File: config.mk
export PLATFORM = sky130hd
export DESIGN_NAME = sd_req_arbiter
export DESIGN_NICKNAME = d
export VERILOG_FILES = /design/src/rtl/sd_req_arbiter.sv
export SDC_FILE = /design/constraint.sdc
export NUM_CORES = 1
export LEC_CHECK = 0
export ABC_AREA = 0
export BUFFER_PORTS_ARGS = -buffer_cell sky130_fd_sc_hd__buf_2
export CAP_MARGIN = 20
export CORE_MARGIN = 8
export CORE_UTILIZATION = 40
export DETAILED_ROUTE_END_ITERATION = 6
export PLACE_DENSITY = 0.87
export SLEW_MARGIN = 20
export SYNTH_ARGS = -nofsm -noshare
export SYNTH_HDL_FRONTEND = slang
export SYNTH_SLANG_ARGS = --single-unit
File: constraint.sdc
create_clock -name clk_sys -period 1.7 [get_ports clk_sys]
set_input_delay 0 -clock clk_sys [delete_from_list [all_inputs] [get_ports clk_sys]]
set_output_delay 0 -clock clk_sys [all_outputs]
set_load 0.005 [all_outputs]
File: src/rtl/sd_req_arbiter.sv
// sd_req_arbiter: two-requester (floppy / hard disk) sector request arbiter
// in front of the SPI user IO block. A round-robin pick in IDLE latches the
// owner, address and command. The command is held until sd_ack rises, and
// completion is signalled when sd_ack falls.
// Optional watchdog: define SD_ARB_TIMEOUT_EN to abort a stuck transaction
// after 2^TIMEOUT_W-1 cycles in ISSUE/XFER with an err pulse.
module sd_req_arbiter #(
   parameter int unsigned TIMEOUT_W = 24
) (
   input  logic        clk_sys,
   input  logic        reset_n,
   input  logic [1:0]  req_rd,
   input  logic [1:0]  req_wr,
   input  logic [31:0] req_lba0,
   input  logic [31:0] req_lba1,
   input  logic        sd_ack,
   output logic [1:0]  sd_rd,
   output logic [1:0]  sd_wr,
   output logic [31:0] sd_lba,
   output logic [1:0]  gnt,
   output logic [1:0]  done,
   output logic [1:0]  err
);

   typedef enum logic [1:0] {S_IDLE, S_ISSUE, S_XFER, S_DONE} state_t;

   state_t      state_q, state_d;
   logic [1:0]  sd_rd_q, sd_rd_d;
   logic [1:0]  sd_wr_q, sd_wr_d;
   logic [31:0] sd_lba_q, sd_lba_d;
   logic [1:0]  gnt_q, gnt_d;
   logic [1:0]  done_q, done_d;
   logic        last_owner_q, last_owner_d;

   logic [1:0]  pending;
   logic        sel;
   logic        owner;
   logic        timeout_hit;

   // Pending requesters; the one that did not own the last transaction is
   // preferred, so continuous requests alternate.
   assign pending = req_rd | req_wr;
   assign sel     = pending[~last_owner_q] ? ~last_owner_q : last_owner_q;
   assign owner   = gnt_q[1];

`ifdef SD_ARB_TIMEOUT_EN
   logic [TIMEOUT_W-1:0] wdog_q, wdog_d, wdog_inc;
   logic [1:0]           err_q, err_d;

   assign wdog_inc    = wdog_q + {{(TIMEOUT_W-1){1'b0}}, 1'b1};
   // Fires on the cycle the counter would reach all-ones.
   assign timeout_hit = ((state_q == S_ISSUE) || (state_q == S_XFER)) && (&wdog_inc);

   // Watchdog: cleared when a grant is taken, counts while busy, saturates.
   always_comb begin
      wdog_d = wdog_q;
      err_d  = '0;
      if ((state_q == S_IDLE) && (|pending)) begin
         wdog_d = '0;
      end else if ((state_q == S_ISSUE) || (state_q == S_XFER)) begin
         wdog_d = (&wdog_q) ? wdog_q : wdog_inc;
      end
      if (timeout_hit) begin
         err_d[owner] = 1'b1;
      end
   end

   // Watchdog and err pulse registers.
   always_ff @(posedge clk_sys or negedge reset_n) begin
      if (!reset_n) begin
         wdog_q <= '0;
         err_q  <= '0;
      end else begin
         wdog_q <= wdog_d;
         err_q  <= err_d;
      end
   end

   assign err = err_q;
`else
   assign timeout_hit = 1'b0;
   assign err         = '0;
`endif

   // State and datapath registers; reset drops every output at once.
   always_ff @(posedge clk_sys or negedge reset_n) begin
      if (!reset_n) begin
         state_q      <= S_IDLE;
         sd_rd_q      <= '0;
         sd_wr_q      <= '0;
         sd_lba_q     <= '0;
         gnt_q        <= '0;
         done_q       <= '0;
         last_owner_q <= 1'b1;
      end else begin
         state_q      <= state_d;
         sd_rd_q      <= sd_rd_d;
         sd_wr_q      <= sd_wr_d;
         sd_lba_q     <= sd_lba_d;
         gnt_q        <= gnt_d;
         done_q       <= done_d;
         last_owner_q <= last_owner_d;
      end
   end

   // Next-state: grant, wait for ack high, wait for ack low, complete.
   always_comb begin
      state_d = state_q;
      case (state_q)
         S_IDLE:  if (|pending) state_d = S_ISSUE;
         S_ISSUE: if (timeout_hit) state_d = S_IDLE;
                  else if (sd_ack) state_d = S_XFER;
         S_XFER:  if (timeout_hit) state_d = S_IDLE;
                  else if (!sd_ack) state_d = S_DONE;
         S_DONE:  state_d = S_IDLE;
         default: state_d = S_IDLE;
      endcase
   end

   // Outputs: latch owner/address/command at grant, hold them until the
   // transaction ends; request inputs are ignored outside IDLE.
   always_comb begin
      sd_rd_d      = sd_rd_q;
      sd_wr_d      = sd_wr_q;
      sd_lba_d     = sd_lba_q;
      gnt_d        = gnt_q;
      done_d       = '0;
      last_owner_d = last_owner_q;
      case (state_q)
         S_IDLE: begin
            if (|pending) begin
               gnt_d    = 2'b01 << sel;
               sd_lba_d = sel ? req_lba1 : req_lba0;
               // Read wins; a simultaneous write stays pending.
               if (req_rd[sel]) sd_rd_d[sel] = 1'b1;
               else             sd_wr_d[sel] = 1'b1;
            end
         end
         S_ISSUE, S_XFER: begin
            if (timeout_hit) begin
               sd_rd_d      = '0;
               sd_wr_d      = '0;
               gnt_d        = '0;
               last_owner_d = owner;
            end else if ((state_q == S_ISSUE) && sd_ack) begin
               sd_rd_d = '0;
               sd_wr_d = '0;
            end
         end
         S_DONE: begin
            done_d[owner] = 1'b1;
            gnt_d         = '0;
            last_owner_d  = owner;
         end
         default: ;
      endcase
   end

   assign sd_rd  = sd_rd_q;
   assign sd_wr  = sd_wr_q;
   assign sd_lba = sd_lba_q;
   assign gnt    = gnt_q;
   assign done   = done_q;

endmodule

**Yosys cells after proc, flatten, opt, wreduce, memory -nomap -nowiden**

Cells that the tools add are included.
W data, S select, Z words.

- Add/sub/neg operators: 0
- Multiply operators: 0
- Divide/modulo/power cells: 0
- Magnitude comparators: 5
- Equal/unequal tests: 9
- Shift operators: 1
- Muxes and demuxes: 24
- Bitwise operators: 5
- Reductions and logical operators: 12

Operator list:

| kind | number |
|---|---|
| $mux W32 | 1 |
| $mux W2 | 10 |
| $ne A2 B2 Y1 const B | 6 |
| $pmux W2 S2 | 3 |
| $pmux W2 S4 | 1 |
| $reduce_and A4 Y1 | 2 |
| $mux W1 | 7 |
| $lt A1 B2 Y1 const B | 3 |
| $or A2 B2 Y2 | 3 |
| $eq A2 B2 Y1 const B | 2 |
| $reduce_and A2 Y1 | 2 |
| $reduce_or A2 Y1 | 2 |
| $logic_and A1 B1 Y1 | 3 |
| $reduce_and A3 Y1 | 1 |
| $demux W1 S1 | 2 |
| $eq A2 B1 Y1 const B | 1 |
| $ge A1 B1 Y1 const B | 2 |
| $logic_not A2 Y1 | 1 |
| $not A1 Y1 | 2 |
| $reduce_bool A2 Y1 | 1 |
| $shl A1 B1 Y2 const A | 1 |

- Flip-flop bits (word level): 43
- Bits in latches: 0
- Memory bits (writable): 0
- Bits in read-only memories: 0
- Bits of input ports: 71
- Output and inout port bits: 42
- Logic and storage cells: 63
- Memories kept: 0

**Longest topological paths before layout**

- Depth after elaboration: 12
- Gate-level depth with buffers: 7
- Depth with buffers taken out: 6

**Least setup slack after synthesis**

Ideal clock, no wire load.

- Kind: register to register
- From: reg state_q[0]
- To: reg state_q[1]
- Setup time: 0.128 ns
- Data arrival time: 1.465 ns
- Required time: 1.572 ns
- Setup slack: 0.107 ns
- Stages on the path, launching flop included: 6
- Path buffers: 0
- Period minus slack after synthesis: 1.593 ns
- Path through: dfrtp_1 inv_1 ha_1 a21oi_2 a21boi_1 mux2_1

- Cells in the longest elaborated chain, start to end: 3

Ends and longest elaborated chain:

| item | line | text |
|---|---|---|
| start, declared | 27 | `state_t state_q, state_d;` |
| start signal, assigned | 96 | `state_q <= state_d;` |
| $eq A2 B2 Y1 (tied with other cells) | 109 | `case (state_q)` |
| $ne A2 B2 Y1 (no line) | -- |  |
| $reduce_and A3 Y1 (no line) | -- |  |

Several ways; a longest one is shown, not always the timed one.
A chain may end at the register's enable or synchronous reset.

**Worst setup path in the final report**

- From: reg state_q[1]
- To: reg state_q[1]

The elaborated chain is that of the path after synthesis.

==> metrics.log <==
INFO  metric cts-buffers-inserted = 5
INFO  metric post_drt_wl_per_cell = 14.8 µm
INFO  metric final-max-slew-violation-count = 0
INFO  metric hold_viol = 0
INFO  metric worstPathArrival = 1.78 ns
INFO  metric synth.cell_area = 2100 µm²
INFO  metric design_area = 3250 µm²
INFO  metric drt_first_pass_iters = 4
INFO  metric grt_pass1_wl = 9.64 mm
INFO  metric leakage = 1.65 nW
INFO  metric hold_path_end = sd_lba[2]
INFO  metric globalRouteTotalUtil = 0.157
INFO  metric ys_dominant_reg_cell = sky130_fd_sc_hd__dfrtp_1
INFO  metric period_needed = 1.61 ns
INFO  metric pin_count_of_the_biggest_net_entering_global_routing = 33
INFO  metric critical_path.top_delay_family = flip-flops
INFO  metric cap_viol_max_count = 0
INFO  metric outcome = finished clean
INFO  metric synthesized_instance_count = 198
INFO  metric yosys.cell_count.top_type = sky130_fd_sc_hd__dfrtp_1
INFO  metric ys_ff_latch = 43
INFO  metric clk_pin_slew = 0.08 ns
INFO  metric setup_viol = 0
INFO  metric avgViaCountPerCell = 4.74
INFO  metric globalRoute.totalOverflow = 0
INFO  metric rows = 26
INFO  metric worstPathMaxFanout = 4
INFO  metric drc = 0
INFO  metric r2r_slack = 0.09 ns
INFO  metric worst_ir_drop_vdd = between 1 and 1.5 mV
INFO  metric num_vias = 1969
INFO  metric clock_skew = 0.00967 ns
INFO  metric htree_depth = 2
INFO  metric gpl.final_weighted_congestion = 0.851
INFO  metric wl_met2 = 3.35 mm
INFO  metric dr.first_iter.drc_count = 47
INFO  metric first_global_vias = 2121
INFO  metric cts.path.max_buffers = 2
INFO  metric hold_path_startpoint = req_lba0[2]
INFO  metric number_of_enable_flip_flop_cells_after_synthesis = 0
INFO  metric yosysWarningCount = 0
INFO  metric core = between 5000 and 6000 µm²
INFO  metric routed_wl = just over 6 mm
INFO  metric netlist_top_cells_area = sky130_fd_sc_hd__dfrtp_1, sky130_fd_sc_hd__mux2i_1, sky130_fd_sc_hd__o21ai_1
INFO  metric port_buffers = 110
INFO  metric die_width = 88.5 µm
INFO  metric rsz_0062_raised_after_global_routing = false
INFO  metric antenna_found_initial = 0
INFO  metric number_of_instances_on_the_worst_hold_path = 3
INFO  metric dpl-instance-area = ~2800 µm²
INFO  metric fin_tns_setup = 0 ns
INFO  metric post-cts-setup-buffer-count = 0
INFO  metric setup.worst_path.end_class = flop
INFO  metric root_buffer = sky130_fd_sc_hd__clkbuf_8
INFO  metric peak_clock_frequency_supported_by_timing = just over 0.6 GHz
INFO  metric die_height = 88.5 µm
INFO  metric timing.reg2reg.worst_path_depth = 6
INFO  metric power-per-cell-area = 1630 nW/µm²
INFO  metric postRouteAntennaNets = 0
INFO  metric fin_crit_sh = 0.945
INFO  metric clk-insertion-delay-late = 0.28 ns
INFO  metric insertedDiodeCount = 0
INFO  metric critical_path_cell_by_cell = inv_1 -> ha_1 -> nor2b_1 -> a21oi_2 -> a21boi_2 -> mux2_1
INFO  metric dp.final_hpwl = around 4.4 mm
INFO  metric start_util = 0.414
INFO  metric critical_path.slowest_cell = sky130_fd_sc_hd__dfrtp_1
INFO  metric number_of_nets_in_the_finished_design = 419
INFO  metric yosys.area.top_type_share = 0.501
INFO  metric synth_area_per_cell = 10.6 µm²
INFO  metric worstHoldPathType = in2reg
INFO  metric wl_met1 = 2.31 mm
INFO  metric synth.top_cells.by_count = sky130_fd_sc_hd__dfrtp_1, sky130_fd_sc_hd__mux2i_1, sky130_fd_sc_hd__nand2_1
INFO  metric wl_met3 = ~460 µm
INFO  metric yosys.cell_types.count = 32
INFO  metric seq_area_frac_synth = 0.513
INFO  metric area_growth_syn_to_layout = 54.9%
INFO  metric path_class = reg2reg
INFO  metric timing.critical_path.slowest_cell_delay = 0.40 ns
INFO  metric drive_above_1_share = 0.391
INFO  metric critical_path_buf_inv_count = 1
INFO  metric cts_tree = built
INFO  metric worst_r2r_endpoint = state_q[1]
INFO  metric crit-reg2reg-launch = state_q[1]
INFO  metric sort_of_element_at_the_start_of_the_critical_path = flop
INFO  metric die_area = 7820 µm²
INFO  metric synth_async_sr_flop_share = 1.00
INFO  metric count_of_clock_tree_sinks = 43
INFO  metric io-pin-count = 113
INFO  metric yosysTopAreaCell = sky130_fd_sc_hd__dfrtp_1
INFO  metric cp.required = 1.87 ns
INFO  metric maxUsedRoutingLayer = met4
-- registers in the layout, indices dropped and copies added, names as in the netlist --
signal and count:
sd_lba 32, done 2, gnt 2, sd_rd 2, sd_wr 2, state_q 2
last_owner_q 1
-- worst reg2reg max path, cell delays in order (launching register included) --
cell                       delay (ns)
sky130_fd_sc_hd__dfrtp_1         0.40
sky130_fd_sc_hd__inv_1           0.10
sky130_fd_sc_hd__ha_1            0.20
sky130_fd_sc_hd__nor2b_1         0.15
sky130_fd_sc_hd__a21oi_2         0.11
sky130_fd_sc_hd__a21boi_2        0.21
sky130_fd_sc_hd__mux2_1          0.33
-- per-layer routing --
| layer | track usage | vias to the layer above |
|---|---|---|
| li1 | - | 988 |
| met1 | 0.156 | 910 |
| met2 | 0.305 | 69 |
| met3 | 0.0464 | 2 |
| met4 | 0.0430 | 0 |
| met5 | 0 | - |
-- area by class of cell --
class,instances,area (µm²)
fillers,434,1820
flip-flops and latches,43,1080
repair buffers,152,1000
multi-input cells,137,966
clock buffers,8,100
well taps,70,87.6
inverters,5,18.8
-- report_power, final --
| part | total, W | leakage, nW | switching [W] | internal [W] |
|---|---|---|---|---|
| combinational | 0.00278 | 1.08 | 0.00142 | 0.00137 |
| clock | 0.000688 | 0.0515 | 0.000317 | 0.000371 |
| sequential | 0.00184 | 0.527 | 0.000287 | 0.00155 |
| total | 0.00531 | 1.65 | 0.00202 | 0.00329 |
-- worst max path at each step --
| stage | from | endpoint | slack [ns] | cells past startpoint |
|---|---|---|---|---|
| 2_1_floorplan | state_q[0] | state_q[1] | 0.11 | 5 |
| 3_3_place_gp | state_q[0] | sd_wr[1] | 0.11 | 6 |
| 3_5_place_dp | state_q[0] | sd_wr[1] | 0.04 | 6 |
| 4_1_cts | state_q[0] | sd_rd[1] | 0.004 | 6 |
| 5_1_grt | state_q[1] | state_q[1] | 0.02 | 6 |
| 6_report | state_q[1] | state_q[1] | 0.09 | 6 |
-- placed cells by master, fill, tap and decap left out, drive strengths merged --
master,count
a21boi,2
a221o,1
a21bo,1
nor4,1
nor2b,3
conb,2
a21oi,3
mux2,2
ha,4
o31ai,1
o41ai,2
dfrtp,42
o31a,1
o21ai,35
clkbuf,8
a32oi,1
a31oi,2
mux2i,32
and3,1
dfstp,1
nand2b,1
nor2,2
buf,117
a41oi,3
o32a,1
inv,5
and2,3
dlygate4sd3,35
a41o,1
nand2,32
-- metrics by stage --
stage	cells	utilization	hold WS (ns)	power [W]	setup slack [ns]
4_1_cts	415	0.636	0.0000823	0.00527	0.00401
2_1_floorplan	199	-	-0.296	0.00343	0.107
3_5_place_dp	372	0.547	-0.0167	0.00451	0.0397
5_1_grt	415	0.641	0.00770	0.00574	0.0163
6_report	415	0.641	0.00168	0.00531	0.0943
3_3_place_gp	372	0.547	-0.0220	0.00438	0.114
-- logic make-up after synthesis --
| kind of cell | Yosys count | share of synthesized area |
|---|---|---|
| compound gates | 54 | 0.158 |
| mux | 34 | 0.163 |
| simple gates | 43 | 0.0906 |
| other cells | 1 | 0.00179 |
| flops | 43 | 0.513 |
| fa+ha+maj | 4 | 0.0238 |
| buf+inv | 19 | 0.0495 |
-- what timing repair did --
item,in CTS,in global routing
resized for setup,0,5
hold endpoints to repair,38,0
hold buffers,35,0
setup endpoints to repair,0,5
(Power assumes the default switching activity.)
